File: config.mk
export PLATFORM = sky130hd
export DESIGN_NAME = nibble_serial_compare
export DESIGN_NICKNAME = d
export VERILOG_FILES = /design/src/rtl/nibble_serial_compare.sv
export SDC_FILE = /design/constraint.sdc
export NUM_CORES = 1
export LEC_CHECK = 0
export CAP_MARGIN = 20
export CORE_ASPECT_RATIO = 0.9
export CORE_MARGIN = 2
export CORE_UTILIZATION = 50
export CTS_CLUSTER_SIZE = 16
export DETAILED_ROUTE_END_ITERATION = 8
export PLACE_DENSITY_LB_ADDON = 0.2
export SETUP_SLACK_MARGIN = 0.2
export SYNTH_ARGS = -nofsm -noshare
export SYNTH_HDL_FRONTEND = slang
export SYNTH_SLANG_ARGS = --single-unit
File: constraint.sdc
create_clock -name clk -period 3.1 [get_ports clk]
set_clock_uncertainty 0.15 [all_clocks]
set_input_delay 0.62 -clock clk [delete_from_list [all_inputs] [get_ports clk]]
set_output_delay 0.62 -clock clk [all_outputs]
set_load 0.005 [all_outputs]
File: src/rtl/nibble_serial_compare.sv
// Serial unsigned magnitude comparator: walks the operands one 4-bit digit per
// cycle from the most significant digit down and stops at the first difference.
module nibble_serial_compare #(
  parameter int NIBBLES = 4
) (
  input  logic                   clk,
  input  logic                   rst_n,
  input  logic                   start,
  input  logic [4*NIBBLES-1:0]   a,
  input  logic [4*NIBBLES-1:0]   b,
  output logic                   busy,
  output logic                   done,
  output logic                   gt,
  output logic                   eq,
  output logic                   lt
);

  localparam int W     = 4 * NIBBLES;
  localparam int IDX_W = (NIBBLES > 1) ? $clog2(NIBBLES) : 1;
  localparam logic [IDX_W-1:0] IDX_TOP = IDX_W'(NIBBLES - 1);

  typedef enum logic [1:0] {
    S_IDLE = 2'd0,
    S_RUN  = 2'd1,
    S_FIN  = 2'd2
  } state_e;

  state_e           state_q, state_d;
  logic [W-1:0]     a_q, a_d;
  logic [W-1:0]     b_q, b_d;
  logic [IDX_W-1:0] idx_q, idx_d;
  logic             gt_q, gt_d;
  logic             eq_q, eq_d;
  logic             lt_q, lt_d;

  logic [3:0] nib_a;
  logic [3:0] nib_b;

  assign nib_a = a_q[{idx_q, 2'b00} +: 4];
  assign nib_b = b_q[{idx_q, 2'b00} +: 4];

  // NOTE: every signal written here gets a default first, so no path leaves
  // one unassigned and no latch is inferred.
  always_comb begin
    state_d = state_q;
    a_d     = a_q;
    b_d     = b_q;
    idx_d   = idx_q;
    gt_d    = gt_q;
    eq_d    = eq_q;
    lt_d    = lt_q;

    unique case (state_q)
      S_IDLE, S_FIN: begin
        if (start) begin
          a_d     = a;
          b_d     = b;
          idx_d   = IDX_TOP;
          gt_d    = 1'b0;
          eq_d    = 1'b0;
          lt_d    = 1'b0;
          state_d = S_RUN;
        end else begin
          state_d = S_IDLE;
        end
      end
      S_RUN: begin
        if (nib_a != nib_b) begin
          gt_d    = (nib_a > nib_b);
          lt_d    = (nib_a < nib_b);
          state_d = S_FIN;
        end else if (idx_q == '0) begin
          eq_d    = 1'b1;
          state_d = S_FIN;
        end else begin
          idx_d   = idx_q - IDX_W'(1);
        end
      end
      default: state_d = S_IDLE;
    endcase
  end

  // NOTE: state updates use non-blocking assignments; the operand registers
  // are small flops, not a memory, so they are reset along with everything else.
  always_ff @(posedge clk or negedge rst_n) begin
    if (!rst_n) begin
      state_q <= S_IDLE;
      a_q     <= '0;
      b_q     <= '0;
      idx_q   <= '0;
      gt_q    <= 1'b0;
      eq_q    <= 1'b0;
      lt_q    <= 1'b0;
    end else begin
      state_q <= state_d;
      a_q     <= a_d;
      b_q     <= b_d;
      idx_q   <= idx_d;
      gt_q    <= gt_d;
      eq_q    <= eq_d;
      lt_q    <= lt_d;
    end
  end

  assign busy = (state_q == S_RUN);
  assign done = (state_q == S_FIN);
  assign gt   = gt_q;
  assign eq   = eq_q;
  assign lt   = lt_q;

endmodule

* Yosys cells after proc, flatten, opt, wreduce, memory -nomap -nowiden *
Cells that the tools add are included.

storage, ports and cells
  output and inout port bits = 5
  word-level logic and storage cells = 45
  bits of input ports = 35
  register bits after elaboration = 39

operators by class
  shifts and indexed selects = 2
  add/sub/neg operators = 1
  multiplexer cells = 16
  order comparisons = 2
  equal/unequal tests = 9
  reductions and logical operators = 8

operator list
  operator                                                number
  indexed part select 16 x 5 -> 4 bit                     2
  2-to-1 mux 2 bit                                        5
  one-hot mux 2 bit (2 select lines)                      2
  AND reduction 4 bit                                     2
  2-to-1 mux 1 bit                                        6
  inequality test 2 bit (second input constant)           3
  one-hot mux 1 bit (2 select lines)                      3
  > comparator 4 bit                                      1
  zero test 2 bit                                         2
  less-than comparator 4 bit                              1
  inequality test 2 x 1 -> 1 bit (second input constant)  2
  inequality test 4 bit                                   1
  inequality test 3 x 1 -> 1 bit (second input constant)  1
  AND reduction 3 bit                                     1
  == test 2 x 1 -> 1 bit (second input constant)          1
  == test 2 bit (second input constant)                   1
  AND reduction 2 bit                                     1
  nonzero test 2 bit                                      1
  OR reduction 2 bit                                      1
  subtractor 2 x 1 -> 2 bit (second input constant)       1

* Logic depth before layout (Yosys ltp) *
Gate-level depths: netlist of the first run.

  depth after elaboration = 4
  mapped depth = 8
  mapped depth without buffers = 7

* Worst setup path after synthesis of the first run *
OpenSTA, ideal clock, no wires.

  kind = register to register
  from = reg idx_q[0]
  to = reg gt_q (netlist: gt)
  path buffers = 1
  data arrival time = 1,942 ps
  stages on the path, launching flop included = 8
  setup slack = 888 ps
  clock period less this slack = 2,212 ps
  cells stage by stage = dfrtp_1 buf_6 mux4_2 ha_1 nand4_1 nand2_1 and3_1 a31o_1

between the ends
  cells in the longest elaborated chain, start to end = 4

RTL lines
  item                                                                              RTL line  RTL
  start: declaration                                                                31        logic [IDX_W-1:0] idx_q, idx_d;
  start signal: assignment                                                          98        idx_q <= idx_d;
  indexed part select 16 x 5 -> 4 bit, on equally long branches                     39, 40
  > comparator 4 bit / inequality test 4 bit (equally long branches)                69, 68
  2-to-1 mux 1 bit / inequality test 2 x 1 -> 1 bit (equally long branches)         --
  one-hot mux 1 bit (2 select lines) / AND reduction 3 bit (equally long branches)  --
  end signal: assignment                                                            99        gt_q <= gt_d;
  end: declaration                                                                  32        logic gt_q, gt_d;

Several ways; a longest one is shown, not always the timed one. The select of a mux whose other input is x is not followed.
A chain may end at the register's enable or synchronous reset.

* Worst setup path in the final report of the first run *
Same ends and word-level chain as after synthesis.

==> flow_summary.yaml, run 1 <==
outcome:
  outcome: "finished, final reports clean"
sta:
  relSlewSlack_pct: 41.7
  worst_pin_slew_ps: 875
  period_minus_slack_ps: 2620
  period_share_pct: 84.4
  final_max_slew_viol_count: 0
  setup_viol: 0
  tns_ps: 0
  hold_violations: 0
  rsz0062_at_grt: "false"
  max_freq_mhz: 382
  hold_slack_ps: 290
clock_network:
  ctsResizeCount: 0
  clk_pin_slew_ps: 80
  cts_buffer_depth: 2
  clkLatencyLatePin_ps: 300
  numCtsBuffers: 5
  postCtsSetupBuffers: 0
  clockRootBuffer: "clkbuf_8"
  clock-sinks: 39
  h-tree-depth: 2
  cts_hold_buf: 0
  cts_tree: "done"
global_routing:
  grt_pass1_vias: 1304
  grt_start_max_net_pins: 40
  grt_pass1_wl_microns: 5910
  gr-usage-met2_pct: 32.8
  use_met3_pct: 7.24
  use_met1_pct: 26.1
  grt.busiest_layer: "met2"
  antenna_found_initial: 0
  track_usage_pct: 20.2
  overflow: 0
setup_path:
  cp_num_buf_inv: 1
  reg2reg_to: "gt"
  worstPathCellList: "mux4_1, inv_1, ha_1, nand4_1, nand2_1, and3_1, a31o_1"
  reg2reg_depth: 7
  worstReg2RegStart: "idx_q[0]"
  path_delay_family: "flip-flops"
  cp_max_fo: 11
  worstSetupEndpoint: "gt"
  critPathMaxStageDelay_ps: 710
  cpMaxStageDelayCell: "dfrtp_1"
  crit_cells: 7
  worstSetupStartpointType: "flip-flop"
  rrSetupSlack_ps: 480
  crit_start: "idx_q[0]"
  crit_arrival_ps: 2660
  crit_type: "reg -> reg"
  endpoint_kind: "flip-flop"
  cp_data_required_time_ps: 3140
synthesis:
  synth_ff_type: "dfrtp_1"
  synth_top_area_cell: "dfrtp_1"
  synth_cells: 191
  synthTopCellsByArea: "dfrtp_1 54%, nand2_1 21%, mux4_2 8.7%"
  syn_area_sq_um: 1800
  postSynthNetCount: 231
  ys_ff_latch: 39
  ys_seq_area_share_pct: 54.1
  ys.warnings.count: 0
  netlist.area_leader.share_pct: 54.1
  syn_area_per_cell_sq_um: 9.45
  synth.top_cells.by_count: "100 x nand2_1, 39 x dfrtp_1, 9 x buf_2"
  synth.distinct_cells: 21
  async_flop_share_pct: 100
  yosysMostFrequentCell: "nand2_1"
  synth-edff-count: 0
detailed_routing:
  post-route-drc-count: 0
  routedWlPerCell_microns: 13.3
  drt_iter0_markers: 98
  detail-route-antenna-nets: 0
  routed_via_density: 4.95
  first_pass_iters: 5
  vias: 1355
  routed_wl_microns: 3660
die:
  coreArea_sq_um: 3430
  start_util_pct: 52.6
  dieWidth_microns: 67.3
  num_rows: 20
  die_area_sq_um: 4110
  io_pins: 40
  die_y_microns: 61.0
pwr:
  irDropWorstVdd_v: 0.000446
  leakage_uw: 0.00116
  powerDensity_nw_per_um2: 762
cells_and_area:
  drive_above_1_share_pct: 9.57
  design_area_sq_um: 2290
  antenna_cells: 0
  final_nets: 269
  area_delta_synth_final_pct: 27.2
run:
  maxCapViolCount: 0
placement:
  finalWeightedCongestion: 0.761
  numPortBuffers: 39
  placed_area_sq_um: 2210
  dp_hpwl_microns: 2610
worst_hold_path:
  hold_class: "in -> async"
sequential cells by signal (all words and copies together) (netlist names):
| register | flops |
|---|---|
| a_q | 16 |
| eq | 1 |
| gt | 1 |
| state_q | 2 |
| idx_q | 2 |
| b_q | 16 |
| lt | 1 |
worst register-to-register path, stage by stage, from the launching register on:
cell and delay, ps:
dfrtp_1 710, mux4_1 630, inv_1 70, ha_1 250, nand4_1 230, nand2_1 110, and3_1 190, a31o_1 180
cell families (layout without fill, tap and decap cells):
kind of cell    Yosys count  in the layout  share of synthesized area [%]
simple gates            113            113                           25.0
buf+inv                  18             57                           4.78
compound gates            8              8                           2.43
fa+ha+maj                 5              5                           3.47
mux                       8              8                           10.2
flops                    39             39                           54.1
power breakdown:
group | leakage [uW] | internal, uW | switching [uW]
Sequential | 0.000477 | 665 | 122
Combinational | 0.000642 | 330 | 296
Clock | 0.0000402 | 156 | 178
metrics by stage:
stage / total power (uW) / util, % / cells / setup slack, ps
final: 1750 / 66.9 / 274 / 483
after global placement: 1390 / 64.3 / 266 / 583
after global routing: 1890 / 66.9 / 274 / 246
after floorplan: 1230 / - / 191 / 888
after detailed placement: 1420 / 64.3 / 266 / 467
after CTS: 1760 / 66.9 / 274 / 448
how the worst min path moves through the flow:
stage,endpoint
after floorplan,a_q[0]
after global placement,b_q[2]
after detailed placement,a_q[2]
after CTS,b_q[7]
after global routing,a_q[6]
final,a_q[6]
layout make-up:
type                       count  area, sq um
sequential                    39          976
inverter                       8         30.0
clock buffer                   5         68.8
timing repair buffer          41          400
clock inverter                 3         20.0
multi-input combinational    134          744
fill                         276         1130
tap                           44         55.1
metal layers:
metal  wire length (microns)  up-vias  part of all wire, %
met5                       0        -                    0
met4                      43        0                  1.2
met3                     186        8                  5.1
met2                    1790       38                   49
met1                    1640      628                   45
li1                        -      681                    -
cell usage in the layout (no fill, tap or decap):
cell type,instances
a21oi_1,4
and3_1,1
clkinvlp_4,2
mux4_1,1
nand2_1,100
nor2_1,2
nand3_1,1
buf_2,1
buf_4,2
nand4_1,1
nor2b_2,1
nor2b_1,1
mux4_2,7
nor3_2,1
or2_2,1
ha_1,5
clkdlybuf4s50_1,38
nor3_1,2
nand2b_1,2
a31o_1,1
clkinv_2,1
o21ai_0,3
dfrtp_1,39
inv_2,1
inv_1,7
clkbuf_8,5
Power figures use the tool's default switching activity.
==> inputs of run 2 (changes only) <==
- CORE_UTILIZATION: 50 -> 45
- clock period: 3.1 -> 2.21 ns (I/O delays scaled with it)
==> run 2 against run 1 <==
- the run now ends with negative setup slack left
- flip-flop and latch count did not move
- maximum frequency rose by 17%
- global-route usage fell by 2.4 points
- critical path depth fell by 1
- wire length is 1.4% lower
- worst hold slack worse by 260 ps
- via count is 3.4% higher
- power rose by 53%
- cell area increased by 6.2%
- register-to-register slack lost 520 ps
- largest cell class unchanged
- first-iteration DRC count down 39%
- clock-buffer cell count is 1 higher
==> flow_summary.yaml, run 2 (synthesis gave the netlist of run 1 again) <==
die:
  die_area_sq_um: 4530
  start_util_pct: 47.7
  dieWidth_microns: 70.7
  die_y_microns: 64.1
  io_pins: 40
  coreArea_sq_um: 3780
  num_rows: 21
placement:
  numPortBuffers: 39
  finalWeightedCongestion: 0.732
  dp_hpwl_microns: 2600
clock_network:
  clkLatencyLatePin_ps: 300
  cts_buffer_depth: 2
  numCtsBuffers: 5
  clk_pin_slew_ps: 80
  cts_tree: "done"
  h-tree-depth: 2
  clockRootBuffer: "clkbuf_8"
  clock-sinks: 39
detailed_routing:
  vias: 1401
  routed_wl_microns: 3610
  first_pass_iters: 4
  post-route-drc-count: 0
  drt_iter0_markers: 60
  routedWlPerCell_microns: 12.7
  detail-route-antenna-nets: 0
  routed_via_density: 4.93
worst_hold_path:
  hold_class: "in -> async"
cells_and_area:
  antenna_cells: 0
  n_fill_cell: 331
  drive_above_1_share_pct: 16.8
  layout_common_cells: "100 x nand2_1, 38 x dfrtp_1, 37 x clkdlybuf4s50_1"
  utilization_pct: 64.4
  reg.largest.list: "a_q (16), b_q (16)"
  area_delta_synth_final_pct: 35.1
  final_nets: 277
  final_common_cell: "nand2_1"
  final-seq-area_sq_um: 977
  multi_input_area_sq_um: 815
global_routing:
  grt_pass1_wl_microns: 6090
  use_met3_pct: 5.05
  overflow: 0
  grt.busiest_layer: "met2"
  antenna_found_initial: 0
  track_usage_pct: 17.8
  use_met1_pct: 22.0
  grt_start_max_net_pins: 40
  grt_pass1_vias: 1383
  gr-usage-met2_pct: 28.2
setup_path:
  cp_max_fo: 6
  crit_type: "reg -> reg"
  crit_arrival_ps: 2280
  cp_data_required_time_ps: 2250
  endpoint_kind: "flip-flop"
  worstSetupStartpointType: "flip-flop"
sta:
  setup_viol: 2
  period_minus_slack_ps: 2240
  relSlewSlack_pct: 68.5
  worst_pin_slew_ps: 472
  fin_ws_ps: -33.1
  final_max_slew_viol_count: 0
  rsz0062_at_grt: "true"
  hold_violations: 0
  max_freq_mhz: 446
  period_share_pct: 101
outcome:
  violations: "negative setup slack"
  outcome: "finished, violations left"
run:
  maxCapViolCount: 0
pwr:
  leakage_uw: 0.00121
  powerDensity_nw_per_um2: 1100
  power_uw: 2680
  irDropWorstVdd_v: 0.000592
-- run 2: cell types whose count changed in the layout (fill, tap and decap cells not counted), sizes merged --
cell,delta
clkbuf,+1
clkdlybuf4s50,-1
clkinvlp,-1
buf,+8
dlymetal6s2s,+1
-- run 2: routing by layer --
layer / up-vias / wire length [microns] / part of all wire, %
met5: - / 0 / 0
met4: 0 / 89 / 2.5
met3: 7 / 189 / 5.2
met2: 42 / 1710 / 47
met1: 654 / 1620 / 45
li1: 698 / - / -
-- run 2: power by group --
part,switching [uW],total (uW),internal (uW)
clock,253,474,220
combinational,526,1140,616
sequential,132,1070,935
total,911,2680,1770
-- run 2: critical path, cell delays in order, from the launching register on --
cell     delay (ps)
dfrtp_1         380
buf_6           140
mux4_2          530
ha_4            280
nand4_1         210
buf_4           230
a31o_1          200
-- run 2: per-stage QoR --
step	instance area (sq um)	hold WS [ps]	setup slack [ps]	TNS [ps]	std cells
after floorplan	1840	-3.59	92.3	0	191
after global placement	2290	310	7.96	0	274
after detailed placement	2290	315	-47.9	-108	274
after CTS	2390	49.3	-13.9	-21.5	283
after global routing	2440	83.4	-171	-756	284
final	2440	25.4	-33.1	-35.5	284
-- run 2: what timing repair did --
action / CTS / global route
pin swaps: 0 / 2
buffers inserted: 1 / 1
endpoints found under the hold margin: 0 / 0
setup endpoints to repair: 7 / 9
hold buffers: 0 / 0
resized for setup: 1 / 13
-- run 2: cell type report --
class | count | area share, %
Inverter | 8 | 1.33
Clock buffer | 6 | 2.98
Sequential cell | 39 | 40.1
Multi-Input combinational cell | 134 | 33.4
Tap cell | 46 | 2.36
Timing Repair Buffer | 49 | 19.3
Clock inverter | 2 | 0.513
-- run 2: path summary, 6_finish.rpt --
path	cells after the start	endpoint	start	slack [ps]
max	6	gt	idx_q[0]	-30
max in group asynchronous	2	state_q[0]	rst_n	1510
min in group clk	2	a_q[14]	a_q[14]	330
min reg2reg	2	a_q[14]	a_q[14]	330
max reg2reg	6	gt	idx_q[0]	-30
min	2	a_q[0]	rst_n	30
